$ cat config.mk
export PLATFORM = sky130hd
export DESIGN_NAME = icb_2to1_arb_flat
export DESIGN_NICKNAME = d
export VERILOG_FILES = /design/src/rtl/icb_arb_pkg.sv /design/src/rtl/icb_2to1_arb_if.sv /design/src/rtl/icb_rr_sel2.sv /design/src/rtl/icb_2to1_arb.sv /design/src/flat_wrapper.sv
export SDC_FILE = /design/constraint.sdc
export NUM_CORES = 1
export LEC_CHECK = 0
export CAP_MARGIN = 20
export CORE_AREA = 4 4 124 126
export CTS_CLUSTER_DIAMETER = 30
export DETAILED_ROUTE_END_ITERATION = 16
export DIE_AREA = 0 0 128 130
export MAX_ROUTING_LAYER = met4
export PLACE_DENSITY = 0.76
export SYNTH_ARGS = -nofsm -noshare
export SYNTH_HDL_FRONTEND = slang
export SYNTH_SLANG_ARGS = --single-unit
$ cat constraint.sdc
create_clock -name clk -period 1.88 [get_ports clk]
set_input_delay 0.188 -clock clk [delete_from_list [all_inputs] [get_ports clk]]
set_output_delay 0.188 -clock clk [all_outputs]
set_load 0.005 [all_outputs]
$ cat src/rtl/icb_arb_pkg.sv
// Shared definitions for the 2:1 ICB arbiter.
// - arb_state_e : arbiter FSM state encoding
// - IcbAw/IcbDw : default ICB address/data widths
package icb_arb_pkg;

  localparam int unsigned IcbAw = 32;
  localparam int unsigned IcbDw = 32;

  typedef enum logic [1:0] {
    StIdle    = 2'd0,
    StLock    = 2'd1,
    StWaitRsp = 2'd2,
    StDrain   = 2'd3
  } arb_state_e;

endpackage

$ cat src/rtl/icb_2to1_arb_if.sv
// One ICB port (command + response channels).
// Ports: none; signals cmd_valid/ready/addr/read/wdata/wmask, rsp_valid/ready/rdata/err.
// Modports: master (issues commands), slave (accepts commands).
interface icb_2to1_arb_if
  import icb_arb_pkg::*;
#(
  parameter int unsigned AW = IcbAw,
  parameter int unsigned DW = IcbDw
);
  logic            cmd_valid;
  logic            cmd_ready;
  logic [AW-1:0]   cmd_addr;
  logic            cmd_read;
  logic [DW-1:0]   cmd_wdata;
  logic [DW/8-1:0] cmd_wmask;
  logic            rsp_valid;
  logic            rsp_ready;
  logic [DW-1:0]   rsp_rdata;
  logic            rsp_err;

  modport master (
    output cmd_valid, cmd_addr, cmd_read, cmd_wdata, cmd_wmask, rsp_ready,
    input  cmd_ready, rsp_valid, rsp_rdata, rsp_err
  );

  modport slave (
    input  cmd_valid, cmd_addr, cmd_read, cmd_wdata, cmd_wmask, rsp_ready,
    output cmd_ready, rsp_valid, rsp_rdata, rsp_err
  );
endinterface

$ cat src/rtl/icb_rr_sel2.sv
// Combinational 2-input round-robin selector.
// Ports: valid_i[1:0] requests, rr_last_i last served index, sel_o chosen index.
module icb_rr_sel2 (
  input  logic [1:0] valid_i,
  input  logic       rr_last_i,
  output logic       sel_o
);
  always_comb begin
    sel_o = ~rr_last_i;
    unique case (valid_i)
      2'b01:   sel_o = 1'b0;
      2'b10:   sel_o = 1'b1;
      default: sel_o = ~rr_last_i;
    endcase
  end
endmodule

$ cat src/rtl/icb_2to1_arb.sv
// Two-master to one-slave ICB arbiter, round-robin, one outstanding transaction.
// Ports: clk, rst_n (async active-low), m0/m1 master-side ICB ports (slave modport),
//        s slave-side ICB port (master modport), arb_timeout one-cycle timeout pulse.
// Optional: define ICB_2TO1_ARB_RSP_TIMEOUT_EN to bound the response wait to
//           TIMEOUT_CYC cycles, returning an error response and draining the late one.
module icb_2to1_arb
  import icb_arb_pkg::*;
#(
  parameter int unsigned AW          = IcbAw,
  parameter int unsigned DW          = IcbDw,
  parameter int unsigned TIMEOUT_CYC = 1024
) (
  input  logic            clk,
  input  logic            rst_n,
  icb_2to1_arb_if.slave   m0,
  icb_2to1_arb_if.slave   m1,
  icb_2to1_arb_if.master  s,
  output logic            arb_timeout
);

  if (TIMEOUT_CYC < 2) begin : g_cfg_check
    $error("TIMEOUT_CYC must be at least 2");
  end

  arb_state_e state_q, state_d;
  logic owner_q, owner_d;
  logic rr_last_q, rr_last_d;

  logic [1:0]      req;
  logic            sel, grant;
  logic            g_valid, g_read;
  logic [AW-1:0]   g_addr;
  logic [DW-1:0]   g_wdata;
  logic [DW/8-1:0] g_wmask;
  logic            own_rsp_ready;

  logic            cmd_vld, cmd_rdy, s_rsp_rdy, rsp_vld, rsp_err, to_pulse;
  logic [DW-1:0]   rsp_rdata;

  assign req = {m1.cmd_valid, m0.cmd_valid};

  icb_rr_sel2 u_rr_sel (
    .valid_i   (req),
    .rr_last_i (rr_last_q),
    .sel_o     (sel)
  );

  // Grant follows the selector only in idle; otherwise it is frozen to the owner.
  assign grant         = (state_q == StIdle) ? sel : owner_q;
  assign g_valid       = grant ? m1.cmd_valid : m0.cmd_valid;
  assign g_read        = grant ? m1.cmd_read  : m0.cmd_read;
  assign g_addr        = grant ? m1.cmd_addr  : m0.cmd_addr;
  assign g_wdata       = grant ? m1.cmd_wdata : m0.cmd_wdata;
  assign g_wmask       = grant ? m1.cmd_wmask : m0.cmd_wmask;
  assign own_rsp_ready = owner_q ? m1.rsp_ready : m0.rsp_ready;

`ifdef ICB_2TO1_ARB_RSP_TIMEOUT_EN
  localparam int unsigned CntW = $clog2(TIMEOUT_CYC) + 1;
  logic [CntW-1:0] cnt_q, cnt_d;
  logic            to_q, to_d;  // error response is being held for the owner
`endif

  always_comb begin
    state_d   = state_q;
    owner_d   = owner_q;
    rr_last_d = rr_last_q;
    cmd_vld   = 1'b0;
    cmd_rdy   = 1'b0;
    s_rsp_rdy = 1'b0;
    rsp_vld   = 1'b0;
    rsp_err   = 1'b0;
    rsp_rdata = '0;
    to_pulse  = 1'b0;
`ifdef ICB_2TO1_ARB_RSP_TIMEOUT_EN
    to_d      = to_q;
`endif
    unique case (state_q)
      StIdle: begin
        if (|req) begin
          cmd_vld = 1'b1;
          cmd_rdy = s.cmd_ready;
          owner_d = sel;
          state_d = s.cmd_ready ? StWaitRsp : StLock;
        end
      end
      StLock: begin
        if (!g_valid) begin
          state_d = StIdle;
        end else begin
          cmd_vld = 1'b1;
          cmd_rdy = s.cmd_ready;
          if (s.cmd_ready) state_d = StWaitRsp;
        end
      end
      StWaitRsp: begin
`ifdef ICB_2TO1_ARB_RSP_TIMEOUT_EN
        // A real slave response beats a timeout landing in the same cycle.
        if (!to_q && s.rsp_valid) begin
          s_rsp_rdy = own_rsp_ready;
          rsp_vld   = 1'b1;
          rsp_rdata = s.rsp_rdata;
          rsp_err   = s.rsp_err;
          if (own_rsp_ready) begin
            rr_last_d = owner_q;
            state_d   = StIdle;
          end
        end else if (to_q || (cnt_q == CntW'(TIMEOUT_CYC - 1))) begin
          rsp_vld  = 1'b1;
          rsp_err  = 1'b1;
          to_pulse = ~to_q;
          if (own_rsp_ready) begin
            rr_last_d = owner_q;
            to_d      = 1'b0;
            state_d   = StDrain;
          end else begin
            to_d = 1'b1;
          end
        end
`else
        s_rsp_rdy = own_rsp_ready;
        rsp_vld   = s.rsp_valid;
        if (s.rsp_valid) begin
          rsp_rdata = s.rsp_rdata;
          rsp_err   = s.rsp_err;
          if (own_rsp_ready) begin
            rr_last_d = owner_q;
            state_d   = StIdle;
          end
        end
`endif
      end
`ifdef ICB_2TO1_ARB_RSP_TIMEOUT_EN
      StDrain: begin
        // Swallow the late response of the timed-out transaction.
        s_rsp_rdy = 1'b1;
        if (s.rsp_valid) state_d = StIdle;
      end
`endif
      default: state_d = StIdle;
    endcase
  end

`ifdef ICB_2TO1_ARB_RSP_TIMEOUT_EN
  always_comb begin
    cnt_d = '0;
    if (state_q == StWaitRsp) begin
      cnt_d = cnt_q;
      if (!(s.rsp_valid && s_rsp_rdy) && (cnt_q != CntW'(TIMEOUT_CYC - 1))) begin
        cnt_d = cnt_q + 1'b1;
      end
    end
  end

  always_ff @(posedge clk or negedge rst_n) begin
    if (!rst_n) begin
      cnt_q <= '0;
      to_q  <= 1'b0;
    end else begin
      cnt_q <= cnt_d;
      to_q  <= to_d;
    end
  end
`endif

  always_ff @(posedge clk or negedge rst_n) begin
    if (!rst_n) begin
      state_q   <= StIdle;
      owner_q   <= 1'b0;
      rr_last_q <= 1'b1;
    end else begin
      state_q   <= state_d;
      owner_q   <= owner_d;
      rr_last_q <= rr_last_d;
    end
  end

  // Outputs are forced low while reset is asserted, independent of master inputs.
  logic cmd_out, rdy_out, rsp0_out, rsp1_out;
  assign cmd_out  = rst_n & cmd_vld;
  assign rdy_out  = rst_n & cmd_rdy;
  assign rsp0_out = rst_n & rsp_vld & ~owner_q;
  assign rsp1_out = rst_n & rsp_vld & owner_q;

  assign s.cmd_valid = cmd_out;
  assign s.cmd_addr  = cmd_out ? g_addr  : '0;
  assign s.cmd_read  = cmd_out & g_read;
  assign s.cmd_wdata = cmd_out ? g_wdata : '0;
  assign s.cmd_wmask = cmd_out ? g_wmask : '0;
  assign s.rsp_ready = rst_n & s_rsp_rdy;

  assign m0.cmd_ready = rdy_out & ~grant;
  assign m1.cmd_ready = rdy_out & grant;
  assign m0.rsp_valid = rsp0_out;
  assign m1.rsp_valid = rsp1_out;
  assign m0.rsp_rdata = rsp0_out ? rsp_rdata : '0;
  assign m1.rsp_rdata = rsp1_out ? rsp_rdata : '0;
  assign m0.rsp_err   = rsp0_out & rsp_err;
  assign m1.rsp_err   = rsp1_out & rsp_err;

  assign arb_timeout = rst_n & to_pulse;

endmodule

$ cat src/flat_wrapper.sv
// flat-port wrapper written by rule: the top's interface ports become plain ports
module icb_2to1_arb_flat import icb_arb_pkg::*;
#(
  parameter int unsigned AW          = IcbAw,
  parameter int unsigned DW          = IcbDw,
  parameter int unsigned TIMEOUT_CYC = 1024
)
  (clk, rst_n, arb_timeout, m0_cmd_valid, m0_cmd_addr, m0_cmd_read, m0_cmd_wdata, m0_cmd_wmask, m0_rsp_ready, m0_cmd_ready, m0_rsp_valid, m0_rsp_rdata, m0_rsp_err, m1_cmd_valid, m1_cmd_addr, m1_cmd_read, m1_cmd_wdata, m1_cmd_wmask, m1_rsp_ready, m1_cmd_ready, m1_rsp_valid, m1_rsp_rdata, m1_rsp_err, s_cmd_valid, s_cmd_addr, s_cmd_read, s_cmd_wdata, s_cmd_wmask, s_rsp_ready, s_cmd_ready, s_rsp_valid, s_rsp_rdata, s_rsp_err);
  icb_2to1_arb_if #(.AW(AW), .DW(DW)) m0_i ();
  icb_2to1_arb_if #(.AW(AW), .DW(DW)) m1_i ();
  icb_2to1_arb_if #(.AW(AW), .DW(DW)) s_i ();
  input  logic clk;
  input  logic rst_n;
  output logic arb_timeout;
  input wire logic [$bits(m0_i.cmd_valid)-1:0] m0_cmd_valid;
  input wire logic [$bits(m0_i.cmd_addr)-1:0] m0_cmd_addr;
  input wire logic [$bits(m0_i.cmd_read)-1:0] m0_cmd_read;
  input wire logic [$bits(m0_i.cmd_wdata)-1:0] m0_cmd_wdata;
  input wire logic [$bits(m0_i.cmd_wmask)-1:0] m0_cmd_wmask;
  input wire logic [$bits(m0_i.rsp_ready)-1:0] m0_rsp_ready;
  output wire logic [$bits(m0_i.cmd_ready)-1:0] m0_cmd_ready;
  output wire logic [$bits(m0_i.rsp_valid)-1:0] m0_rsp_valid;
  output wire logic [$bits(m0_i.rsp_rdata)-1:0] m0_rsp_rdata;
  output wire logic [$bits(m0_i.rsp_err)-1:0] m0_rsp_err;
  input wire logic [$bits(m1_i.cmd_valid)-1:0] m1_cmd_valid;
  input wire logic [$bits(m1_i.cmd_addr)-1:0] m1_cmd_addr;
  input wire logic [$bits(m1_i.cmd_read)-1:0] m1_cmd_read;
  input wire logic [$bits(m1_i.cmd_wdata)-1:0] m1_cmd_wdata;
  input wire logic [$bits(m1_i.cmd_wmask)-1:0] m1_cmd_wmask;
  input wire logic [$bits(m1_i.rsp_ready)-1:0] m1_rsp_ready;
  output wire logic [$bits(m1_i.cmd_ready)-1:0] m1_cmd_ready;
  output wire logic [$bits(m1_i.rsp_valid)-1:0] m1_rsp_valid;
  output wire logic [$bits(m1_i.rsp_rdata)-1:0] m1_rsp_rdata;
  output wire logic [$bits(m1_i.rsp_err)-1:0] m1_rsp_err;
  output wire logic [$bits(s_i.cmd_valid)-1:0] s_cmd_valid;
  output wire logic [$bits(s_i.cmd_addr)-1:0] s_cmd_addr;
  output wire logic [$bits(s_i.cmd_read)-1:0] s_cmd_read;
  output wire logic [$bits(s_i.cmd_wdata)-1:0] s_cmd_wdata;
  output wire logic [$bits(s_i.cmd_wmask)-1:0] s_cmd_wmask;
  output wire logic [$bits(s_i.rsp_ready)-1:0] s_rsp_ready;
  input wire logic [$bits(s_i.cmd_ready)-1:0] s_cmd_ready;
  input wire logic [$bits(s_i.rsp_valid)-1:0] s_rsp_valid;
  input wire logic [$bits(s_i.rsp_rdata)-1:0] s_rsp_rdata;
  input wire logic [$bits(s_i.rsp_err)-1:0] s_rsp_err;
  assign m0_i.cmd_valid = m0_cmd_valid;
  assign m0_i.cmd_addr = m0_cmd_addr;
  assign m0_i.cmd_read = m0_cmd_read;
  assign m0_i.cmd_wdata = m0_cmd_wdata;
  assign m0_i.cmd_wmask = m0_cmd_wmask;
  assign m0_i.rsp_ready = m0_rsp_ready;
  assign m0_cmd_ready = m0_i.cmd_ready;
  assign m0_rsp_valid = m0_i.rsp_valid;
  assign m0_rsp_rdata = m0_i.rsp_rdata;
  assign m0_rsp_err = m0_i.rsp_err;
  assign m1_i.cmd_valid = m1_cmd_valid;
  assign m1_i.cmd_addr = m1_cmd_addr;
  assign m1_i.cmd_read = m1_cmd_read;
  assign m1_i.cmd_wdata = m1_cmd_wdata;
  assign m1_i.cmd_wmask = m1_cmd_wmask;
  assign m1_i.rsp_ready = m1_rsp_ready;
  assign m1_cmd_ready = m1_i.cmd_ready;
  assign m1_rsp_valid = m1_i.rsp_valid;
  assign m1_rsp_rdata = m1_i.rsp_rdata;
  assign m1_rsp_err = m1_i.rsp_err;
  assign s_cmd_valid = s_i.cmd_valid;
  assign s_cmd_addr = s_i.cmd_addr;
  assign s_cmd_read = s_i.cmd_read;
  assign s_cmd_wdata = s_i.cmd_wdata;
  assign s_cmd_wmask = s_i.cmd_wmask;
  assign s_rsp_ready = s_i.rsp_ready;
  assign s_i.cmd_ready = s_cmd_ready;
  assign s_i.rsp_valid = s_rsp_valid;
  assign s_i.rsp_rdata = s_rsp_rdata;
  assign s_i.rsp_err = s_rsp_err;
  icb_2to1_arb #(.AW(AW), .DW(DW), .TIMEOUT_CYC(TIMEOUT_CYC)) u_core (.clk(clk), .rst_n(rst_n), .m0(m0_i), .m1(m1_i), .s(s_i), .arb_timeout(arb_timeout));
endmodule
[Yosys cells after proc, flatten, opt, wreduce, memory -nomap -nowiden]
Index checks and enable logic that the tools add are counted.
Storage, ports and cells
  bits in registers: 4
  input bits: 179
  output and inout bits: 142
  logic and storage cells: 62
Operators by class
  equal/unequal tests: 8
  mux-type cells: 32
  bitwise logic cells: 14
  reduce and logical (&&, ||, !) cells: 5
Operator list (count)
  $mux 32: 8
  $mux 1: 12
  $mux 2: 6
  $and 1x1->1: 11
  $mux 4: 2
  $pmux 1 s2: 3
  $pmux 2 s3: 1
  $eq 2x1->1 const B: 2
  $eq 2x2->1 const B: 2
  $ne 2x2->1 const B: 2
  $reduce_and 4->1: 1
  $ne 3x3->1 const B: 1
  $not 1->1: 3
  $reduce_and 3->1: 1
  $logic_not 2->1: 1
  $ne 2x1->1 const B: 1
  $reduce_and 2->1: 1
  $reduce_or 2->1: 1

[Depth between registers and ports, before layout]
Gate-level depths: netlist of run 1.
  depth after elaboration: 8
  depth in mapped cells: 7

[Modules after synthesis]
From an unflattened synthesis of run 1, not the netlist that was laid out.
Second synthesis, totals
  cell total of the unflattened synthesis: 369
  area total of the unflattened synthesis: 2239.6 µm²
By module, submodules not included
  icb_2to1_arb: instances 1, cells each 365, area an instance 2209.6 µm², sequential area each 101.3 µm²
  icb_rr_sel2: instances 1, cells each 4, area an instance 30.0 µm², sequential area each 0.0 µm²

[Worst setup path before layout of run 1]
OpenSTA, ideal clock, no wires.
  path kind: input -> output
  from: input port m0_cmd_valid
  to: output port s_cmd_addr[30]
  data arrival time: 1.455 ns
  data required time: 1.692 ns
  setup slack: 0.237 ns
  stages on the path: 7
  buffers on the path: 2
  cell sequence: inv_1 ha_1 nor2b_1 clkbuf_1 clkbuf_1 o211ai_1 a31oi_1
On the way
  word-level cells in the longest chain between the ends: 8
  elaborated cells between the ends (all ways): 12
  those cells by class: eq/ne (2); mux (8); bitwise (1); reduce/logical (1)
RTL lines
  start, declared: line flat_wrapper.sv:15  | input wire logic [$bits(m0_i.cmd_valid)-1:0] m0_cmd_valid;
  $eq 2x2->1 or $eq 2x1->1 (tied branches): line icb_rr_sel2.sv:10  | unique case (valid_i)
  $pmux 1 s2: line icb_rr_sel2.sv:10
  $mux 1: line icb_2to1_arb.sv:49  | assign grant = (state_q == StIdle) ? sel : owner_q;
  $mux 1: line icb_2to1_arb.sv:50  | assign g_valid = grant ? m1.cmd_valid : m0.cmd_valid;
  $mux 1: line icb_2to1_arb.sv:87  | if (!g_valid) begin
  $pmux 1 s2: line icb_2to1_arb.sv:77  | unique case (state_q)
  $and 1x1->1: line icb_2to1_arb.sv:179  | assign cmd_out = rst_n & cmd_vld;
  $mux 32 *: line icb_2to1_arb.sv:185  | assign s.cmd_addr = cmd_out ? g_addr : '0;
  end, declared: line flat_wrapper.sv:36  | output wire logic [$bits(s_i.cmd_addr)-1:0] s_cmd_addr;
Every way passes the cells marked *; elsewhere a longest branch is shown, timed or not.

[Worst setup path after layout of run 1]
  from: register u_core.owner_q
  to: output port s_cmd_wdata[9]
On the way
  word-level cells in the longest chain between the ends: 6
  elaborated cells between the ends (all ways): 7
  those cells by class: mux (6); bitwise (1)
RTL lines
  start, declared: line icb_2to1_arb.sv:26  | logic owner_q, owner_d;
  start signal, assigned: line icb_2to1_arb.sv:172  | owner_q <= owner_d;
  $mux 1 *: line icb_2to1_arb.sv:49
  $mux 1: line icb_2to1_arb.sv:50
  $mux 1: line icb_2to1_arb.sv:87
  $pmux 1 s2: line icb_2to1_arb.sv:77
  $and 1x1->1: line icb_2to1_arb.sv:179
  $mux 32 *: line icb_2to1_arb.sv:187  | assign s.cmd_wdata = cmd_out ? g_wdata : '0;
  end, declared: line flat_wrapper.sv:38  | output wire logic [$bits(s_i.cmd_wdata)-1:0] s_cmd_wdata;
Marks and branches as above.

==> results of run 1 <==
==> where the power goes <==
group / leakage (nW) / internal (W) / total [W] / switching [W]
clock network: 0.0382 / 0.000281 / 0.000351 / 0.0000702
logic: 3.35 / 0.00384 / 0.00744 / 0.00360
registers: 0.0465 / 0.000126 / 0.000157 / 0.0000302
==> worst max-delay path, stage by stage, from the launching register on <==
cell and delay [ns]:
dfrtp_2 0.41, mux2i_2 0.17, a2111o_2 0.50, buf_12 0.18, buf_12 0.13, buf_12 0.13
a31oi_1 0.13, buf_2 0.14
==> path summary, 6_finish.rpt <==
check,from,to,cells after the start
worst max-delay path,u_core.owner_q,s_cmd_wdata[9],7
worst min-delay path,rst_n,u_core.owner_q,2
worst max register to register,u_core.state_q[1],u_core.owner_q,5
worst min register to register,u_core.rr_last_q,u_core.rr_last_q,3
max in group asynchronous,rst_n,u_core.rr_last_q,2
min in group clk,m1_rsp_ready,u_core.rr_last_q,3
==> per-stage QoR <==
step                      instance area [sq um]  hold WS (ns)  cells  worst slack, ns  setup TNS, ns
after floorplan                            3500        -0.108    531            0.238              0
after global placement                     7270         0.494   1008           -0.872         -73.74
after detailed placement                   7270         0.501   1008           -0.878         -75.44
after CTS                                  7950         0.269   1060           -0.407         -32.15
after global routing                       8500         0.322   1077           -0.392         -35.20
final                                      8500         0.293   1077           -0.335         -27.42
==> flip-flops by register name (all words and copies together) (netlist names) <==
| name | count |
|---|---|
| u_core.rr_last_q | 1 |
| u_core.state_q | 2 |
| u_core.owner_q | 1 |
==> cells by family after synthesis <==
kind of cell	count (synthesis)	share of synthesized area, %
AOI/OAI and AO/OA	146	28.8
adders and majority gates	2	0.714
buffers and inverters	85	9.82
DFF	4	2.89
muxes	71	22.8
other	1	0.107
and+or+nand+nor	222	34.9
==> area by class of cell <==
cell class | count | area [sq um] | area share, %
flip-flops and latches | 4 | 103 | 1.21
multi-input cells | 442 | 3790 | 44.6
repair buffers | 436 | 4270 | 50.2
clock buffers | 4 | 78.8 | 0.927
diodes | 1 | 2.50 | 0.0294
inverters | 6 | 22.5 | 0.265
well taps | 184 | 230 | 2.71
==> cells in the final DEF, fill, tap and decap left out, types with 3 or more instances in the layout <==
cell | Yosys | layout
buf_4 | 1 | 46
o211ai_1 | 69 | 69
buf_8 | 0 | 3
buf_12 | 0 | 22
and2_1 | 67 | 28
a31oi_2 | 0 | 9
nand2_1 | 71 | 71
buf_2 | 17 | 103
clkdlybuf4s50_1 | 0 | 176
mux2_2 | 70 | 70
buf_6 | 0 | 64
a31oi_1 | 69 | 26
buf_16 | 0 | 7
and2_4 | 0 | 39
inv_1 | 6 | 4
a31oi_4 | 0 | 34
nand4_1 | 69 | 69
clkbuf_16 | 0 | 9
clkbuf_2 | 0 | 3
==> routing by layer <==
layer / GRT usage (%) / up-vias
met5: - / -
met4: 6.80 / 0
met3: 3.48 / 47
met2: 44.1 / 326
met1: 28.7 / 2893
li1: - / 2792
==> cell usage after synthesis (all sizes together) <==
cell type,number,area share (%)
a2111o,1,0.32
a211oi,2,0.43
a21oi,2,0.29
a31oi,69,12
a32o,1,0.29
and2,67,12
and3,1,0.18
and3b,1,0.25
and4,1,0.25
buf,22,3.1
clkbuf,57,6.1
conb,1,0.11
dfrtp,3,2.1
dfstp,1,0.75
ha,2,0.71
inv,6,0.64
mux2,70,22
mux2i,1,0.29
nand2,71,7.6
nand2b,2,0.36
nand3,1,0.14
nand4,69,12
nand4b,1,0.25
nor2,2,0.21
nor2b,3,0.54
nor3b,1,0.36
nor4bb,1,0.29
o211ai,69,15
o21ai,1,0.14
o41ai,1,0.25
or2,1,0.18
==> repair_timing <==
action | 4_1_cts | 5_1_grt
pin swaps | 8 | 15
buffers inserted | 33 | 19
cloned | 15 | 8
resized for setup | 576 | 177
setup endpoints to repair | 141 | 140
==> summary.md, run 1 <==
| Metric | Value |
|---|---|
| Vias | `6058` |
| Worst clock skew | `0.00109 ns` |
| GP Congestion | `0.856` |
| Clock Path Buffers | `2` |
| DR vias/cell | `5.62` |
| Fillers | `1205` |
| M1 WL | `9320 um` |
| Clock Latency Late Sink | `0.23 ns` |
| Max frequency | `452 MHz` |
| Sequential area share after synthesis | `2.89%` |
| Die H | `130 um` |
| # DRC | `0` |
| Max VDD drop | `0.453 mV` |
| Wire per inst | `21.6 um` |
| Final hold violation count | `0` |
| Syn Nets | `712` |
| H-tree depth | `1` |
| Pre-antenna DRT Iters | `4` |
| Count of state elements after synthesis | `4` |
| Setup slack, reg-to-reg | `0.32 ns` |
| Mean post-synth cell area | `6.60 sq um` |
| # port buffers | `319` |
| Worst EP arrival | `2.03 ns` |
| Die width | `128 um` |
| Dpl hpwl | `14100 um` |
| Warnings from Yosys | `0` |
| Initial antenna violation count | `1` |
| Hold_buf cts | `0` |
| TritonCTS Buffers | `3` |
| Synth Cell Area | `3500 sq um` |
| I/O Pins | `321` |
| Clk slew on worst S/H paths | `0.03 ns` |
| CP required | `1.69 ns` |
| Status | `finished, violations left` |
| Hold Crit Class | `in2async` |
| GRT overflow | `0` |
| Setup ws final | `-0.335 ns` |
| Met3 Wirelength | `1490 um` |
| CTS tree | `built` |
| Clk sinks | `4` |
| Root Driver | `clkbuf_16` |
| Die ar. | `16600 sq um` |
| Post-synth cell types | `33` |
| Synthesized instance count | `531` |
| Crit share post-route | `118%` |
| CP Capture Type | `output pin` |
| DR WL met2 | `11900 um` |
| Final Total Pwr | `0.00795 W` |
| CP Launch Type | `register` |
| RSZ-0062 raised after global routing | `yes` |
| Final setup viols | `140` |
| Static leakage | `3.43 nW` |
| Vias in the first global route | `5654` |
| FP Rows | `44` |
| Violated checks | `setup timing` |
| Pwr/cell area | `935 nW/um^2` |
| Top Metal Used | `met4` |
| Post-layout nets | `1074` |
| Detail Route Antenna Nets | `0` |
| Final slew viol count | `0` |
| Core area | `14300 sq um` |
| First-pass GRT wire length | `32000 um` |
| GRT Total Usage | `24.6%` |
| CP max FO | `7` |
| Fraction of layout cells with a size suffix above 1 | `48.1%` |
| Largest net degree at the start of global routing | `53` |
| Initial Util | `24.5%` |
| Setup CP Type | `reg2out` |
| Routed WL | `23300 um` |
| Final min period | `2.21 ns` |
| Initial drt markers | `487` |
| Final core occ | `59.4%` |
| Area growth, synth to finish | `143%` |
| Max cap viols | `0` |
No activity file was read; power rests on OpenSTA's default activity.
==> run 2, diff against run 1 <==
- CTS_CLUSTER_DIAMETER: 30 -> default
==> results of run 2 <==
The final DEF is identical to that of run 1; final timing and power are the same.
==> run 3, diff against run 2 <==
- ABC_AREA: default -> 1
- PLACE_DENSITY: 0.76 -> 0.68
==> run 3 against run 2 <==
- the flow still finishes with violations (setup timing)
- register-to-register slack better by 0.08 ns
- fmax rose by 4.3%
- clock power down 2%
- clock skew increased by 0.0011 ns
- count of clock-buffer cells in the layout unchanged
- sequential power rose by 18%
- first-iteration DRC count down 69%
- critical endpoint is now s_cmd_wdata[1]
==> summary.md, run 3 <==
| Metric | Value |
|---|---|
| First-pass GRT wire length | `22900 um (was 32000 um)` |
| Commonest cells in the netlist | `226 x nand2_1, 116 x inv_1, 81 x nor2_1 (was 71 x nand2_1, 70 x mux2_2, 69 x a31oi_1, 69 x nand4_1, 69 x o211ai_1)` |
| RSZ-0062 raised after global routing | `yes (unchanged)` |
| Regs by FF count | `u_core.state_q (2), u_core.owner_q (1), u_core.rr_last_q (1) (unchanged)` |
| Logic pwr share | `95.0% (was 93.6%)` |
| Setup slack at placement | `-0.784 ns (was -0.878 ns)` |
| Fillers | `1395 (was 1205)` |
| Final hold violation count | `0 (unchanged)` |
| Pwr/cell area | `1410 nW/um^2 (was 935 nW/um^2)` |
| Share of Yosys cell area claimed by the top area cell type | `33.7% (was 22.5%)` |
| Synth area leaders | `nand2_1 34%, inv_1 17%, nor2_2 16% (was mux2_2 22%, o211ai_1 15%, a31oi_1 12%)` |
| Final min period | `2.12 ns (was 2.21 ns)` |
| Register area | `101 sq um (was 103 sq um)` |
| Reg power frac | `1.8% (was 2.0%)` |
| Detail Route Antenna Nets | `0 (unchanged)` |
| Sw frac | `46.9% (was 46.5%)` |
| Worst EP arrival | `1.94 ns (was 2.03 ns)` |
| Max VDD drop | `0.653 mV (was 0.453 mV)` |
| Worst clock skew | `0.00224 ns (was 0.00109 ns)` |
| Violated checks | `setup timing (unchanged)` |
| Die H | `130 um (unchanged)` |
| # port buffers | `319 (unchanged)` |
| Simple-Gate Fraction of Synth Area | `64.9% (was 34.9%)` |
| CP required | `1.69 ns (about the same)` |
| Clock Latency Late Sink | `0.23 ns (about the same)` |
| Met1 usage | `21.2% (was 28.7%)` |
| Final Total Pwr | `0.0105 W (was 0.00795 W)` |
| Syn Nets | `725 (was 712)` |
| GRT overflow | `0 (unchanged)` |
| M2 GR Usage | `32.8% (was 44.1%)` |
| Vias in the first global route | `4257 (was 5654)` |
| Leading area contributor after synthesis | `nand2_1 (was mux2_2)` |
| Top-count cell post-synth | `nand2_1 (unchanged)` |
| Synth Area in Compound Gates | `1.74% (was 28.8%)` |
| Largest Register | `u_core.state_q (unchanged)` |
| Mean post-synth cell area | `4.63 sq um (was 6.60 sq um)` |
| Number of synthesized flops with an enable pin | `0 (unchanged)` |
| Initial antenna violation count | `0 (was 1)` |
| Area of the multi-input gates | `2510 sq um (was 3790 sq um)` |
| DR vias/cell | `4.05 (was 5.62)` |
| GRT Total Usage | `17.9% (was 24.6%)` |
| Final core occ | `52.1% (was 59.4%)` |
| Largest net degree at the start of global routing | `33 (was 53)` |
| Mux contribution to synthesized area | `0% (was 22.8%)` |
| Die width | `128 um (unchanged)` |
| CP Capture Type | `output pin (unchanged)` |
| CTS tree | `built (unchanged)` |
| Crit share post-route | `113% (was 118%)` |
| Post-synth cell types | `27 (was 33)` |
| Hold_buf cts | `0 (unchanged)` |
| Core area | `14300 sq um (unchanged)` |
| Warnings from Yosys | `0 (unchanged)` |
| Area share of fa/ha/maj cells after synthesis | `0.995% (was 0.714%)` |
| ANT cells | `0 (was 1)` |
| Wire per inst | `15.1 um (was 21.6 um)` |
| Initial Util | `17.6% (was 24.5%)` |
| Clk slew on worst S/H paths | `0.03 ns (about the same)` |
| Vias | `4540 (was 6058)` |
| Final setup viols | `81 (was 140)` |
| Final slew viol count | `0 (unchanged)` |
| Count of state elements after synthesis | `4 (unchanged)` |
| Commonest non-fill, non-tap cell in the layout | `clkdlybuf4s50_1 (unchanged)` |
| Max frequency | `471 MHz (was 452 MHz)` |
| TritonCTS Buffers | `3 (unchanged)` |
| Pre-antenna DRT Iters | `5 (was 4)` |
| Die ar. | `16600 sq um (unchanged)` |
| Sequential area share after synthesis | `4.03% (was 2.89%)` |
| Initial drt markers | `150 (was 487)` |
| Internal power | `0.00557 W (was 0.00425 W)` |
| # DRC | `0 (unchanged)` |
| Dpl cell area | `5980 sq um (was 7270 sq um)` |
| Clk sinks | `4 (unchanged)` |
| FP Rows | `44 (unchanged)` |
| H-tree depth | `1 (unchanged)` |
| Dpl hpwl | `10500 um (was 14100 um)` |
| GR peak layer | `met2 (unchanged)` |
| Clock Path Buffers | `2 (unchanged)` |
| Most frequent cells in the layout | `176 x clkdlybuf4s50_1, 133 x nand2_1, 126 x buf_2, 82 x inv_1, 78 x nor2_2 (was 176 x clkdlybuf4s50_1, 103 x buf_2, 71 x nand2_1, 70 x mux2_2)` |
| Flip-flop count of the largest register after layout | `2 (unchanged)` |
| Main combinational cell family by area after synthesis | `simple AND/OR/NAND/NOR gates (unchanged)` |
| CP Launch Type | `register (unchanged)` |
| Status | `finished, violations left (unchanged)` |
| Fraction of layout cells with a size suffix above 1 | `55.1% (was 48.1%)` |
| Setup ws final | `-0.243 ns (was -0.335 ns)` |
| Clock power frac | `3.3% (was 4.4%)` |
| Ys async rst share | `100% (unchanged)` |
| Routed WL | `16900 um (was 23300 um)` |
| Post-layout nets | `1119 (was 1074)` |
| Setup CP Type | `reg2out (unchanged)` |
| Post-Synth XOR/XNOR Area | `0% (unchanged)` |
| Top_reg_cell synth | `dfrtp_1 (unchanged)` |
| Fin cells | `1121 (was 1077)` |
| Static leakage | `4.01 nW (was 3.43 nW)` |
| GP Congestion | `0.880 (was 0.856)` |
| Hold Crit Class | `in2async (unchanged)` |
| Switching power | `0.00493 W (was 0.00370 W)` |
| Synthesized instance count | `544 (was 531)` |
| CP max FO | `6 (was 7)` |
| Max cap viols | `0 (unchanged)` |
| Root Driver | `clkbuf_16 (unchanged)` |
| Met3 usage | `1.76% (was 3.48%)` |
| I/O Pins | `321 (unchanged)` |
| Area growth, synth to finish | `196% (was 143%)` |
| Design Area, Final | `7460 sq um (was 8500 sq um)` |
| Synth Cell Area | `2520 sq um (was 3500 sq um)` |
| Placed Instances | `1045 (was 1008)` |
run 3: power groups by stage:
stage	clock, W	sequential [W]	combinational (W)
3_5_place_dp	0	0.000167	0.00556
2_1_floorplan	0	0.000178	0.00330
6_report	0.000344	0.000186	0.00997
3_3_place_gp	0	0.000167	0.00553
4_1_cts	0.000351	0.000177	0.00896
5_1_grt	0.000358	0.000191	0.0108
run 3: kinds of logic after synthesis:
family          after synthesis
simple gates                381
fa+ha+maj                     2
compound gates                7
other cells                   1
flops                         4
buf+inv                     149
run 3: worst max-delay path, stage by stage (launching register included):
cell and delay, ns:
dfrtp_1 0.42, nor2_4 0.20, buf_6 0.13, nand2_4 0.05, nand2_8 0.09, buf_12 0.14, buf_12 0.13, buf_16 0.12
buf_8 0.10, nand2_2 0.05, nand2_2 0.06, inv_2 0.03, nor2_2 0.08, buf_2 0.12
run 3: per-layer routing:
layer | wire, um | share of wire, % | vias to the layer above
li1 | - | - | 2301
met1 | 6770 | 40 | 2038
met2 | 9020 | 53 | 179
met3 | 848 | 5.0 | 22
met4 | 280 | 1.7 | 0
met5 | 0 | 0 | -
run 3: path summary, 6_finish.rpt:
kind,endpoint,slack [ns],depth (start not counted),start
setup reg to reg,u_core.state_q[1],0.40,9,u_core.owner_q
setup / recovery,s_cmd_wdata[1],-0.24,13,u_core.state_q[1]
max in group asynchronous,u_core.rr_last_q,1.31,2,rst_n
min in group clk,u_core.rr_last_q,0.54,2,u_core.rr_last_q
hold reg to reg,u_core.rr_last_q,0.54,2,u_core.rr_last_q
hold / removal,u_core.owner_q,0.35,2,rst_n
run 3: per-stage QoR:
step / setup TNS [ns] / hold WS [ns]
3_5_place_dp: -70.71 / 0.519
2_1_floorplan: 0 / -0.108
5_1_grt: -20.52 / 0.365
3_3_place_gp: -68.41 / 0.506
6_report: -11.23 / 0.352
4_1_cts: -12.52 / 0.315
run 3: layout make-up:
cell class | count | share of cell area, %
Inverter | 121 | 6.46
Timing Repair Buffer | 417 | 54.3
Multi-Input combinational cell | 391 | 33.7
Sequential cell | 4 | 1.36
Tap cell | 184 | 3.09
Clock buffer | 4 | 1.06
run 3: what timing repair did:
| action | in CTS | in global routing |
|---|---|---|
| resized for setup | 647 | 256 |
| buffers inserted | 47 | 10 |
| pin swaps | 71 | 56 |
| endpoints found under the setup margin | 141 | 138 |
| gates cloned | 17 | 7 |
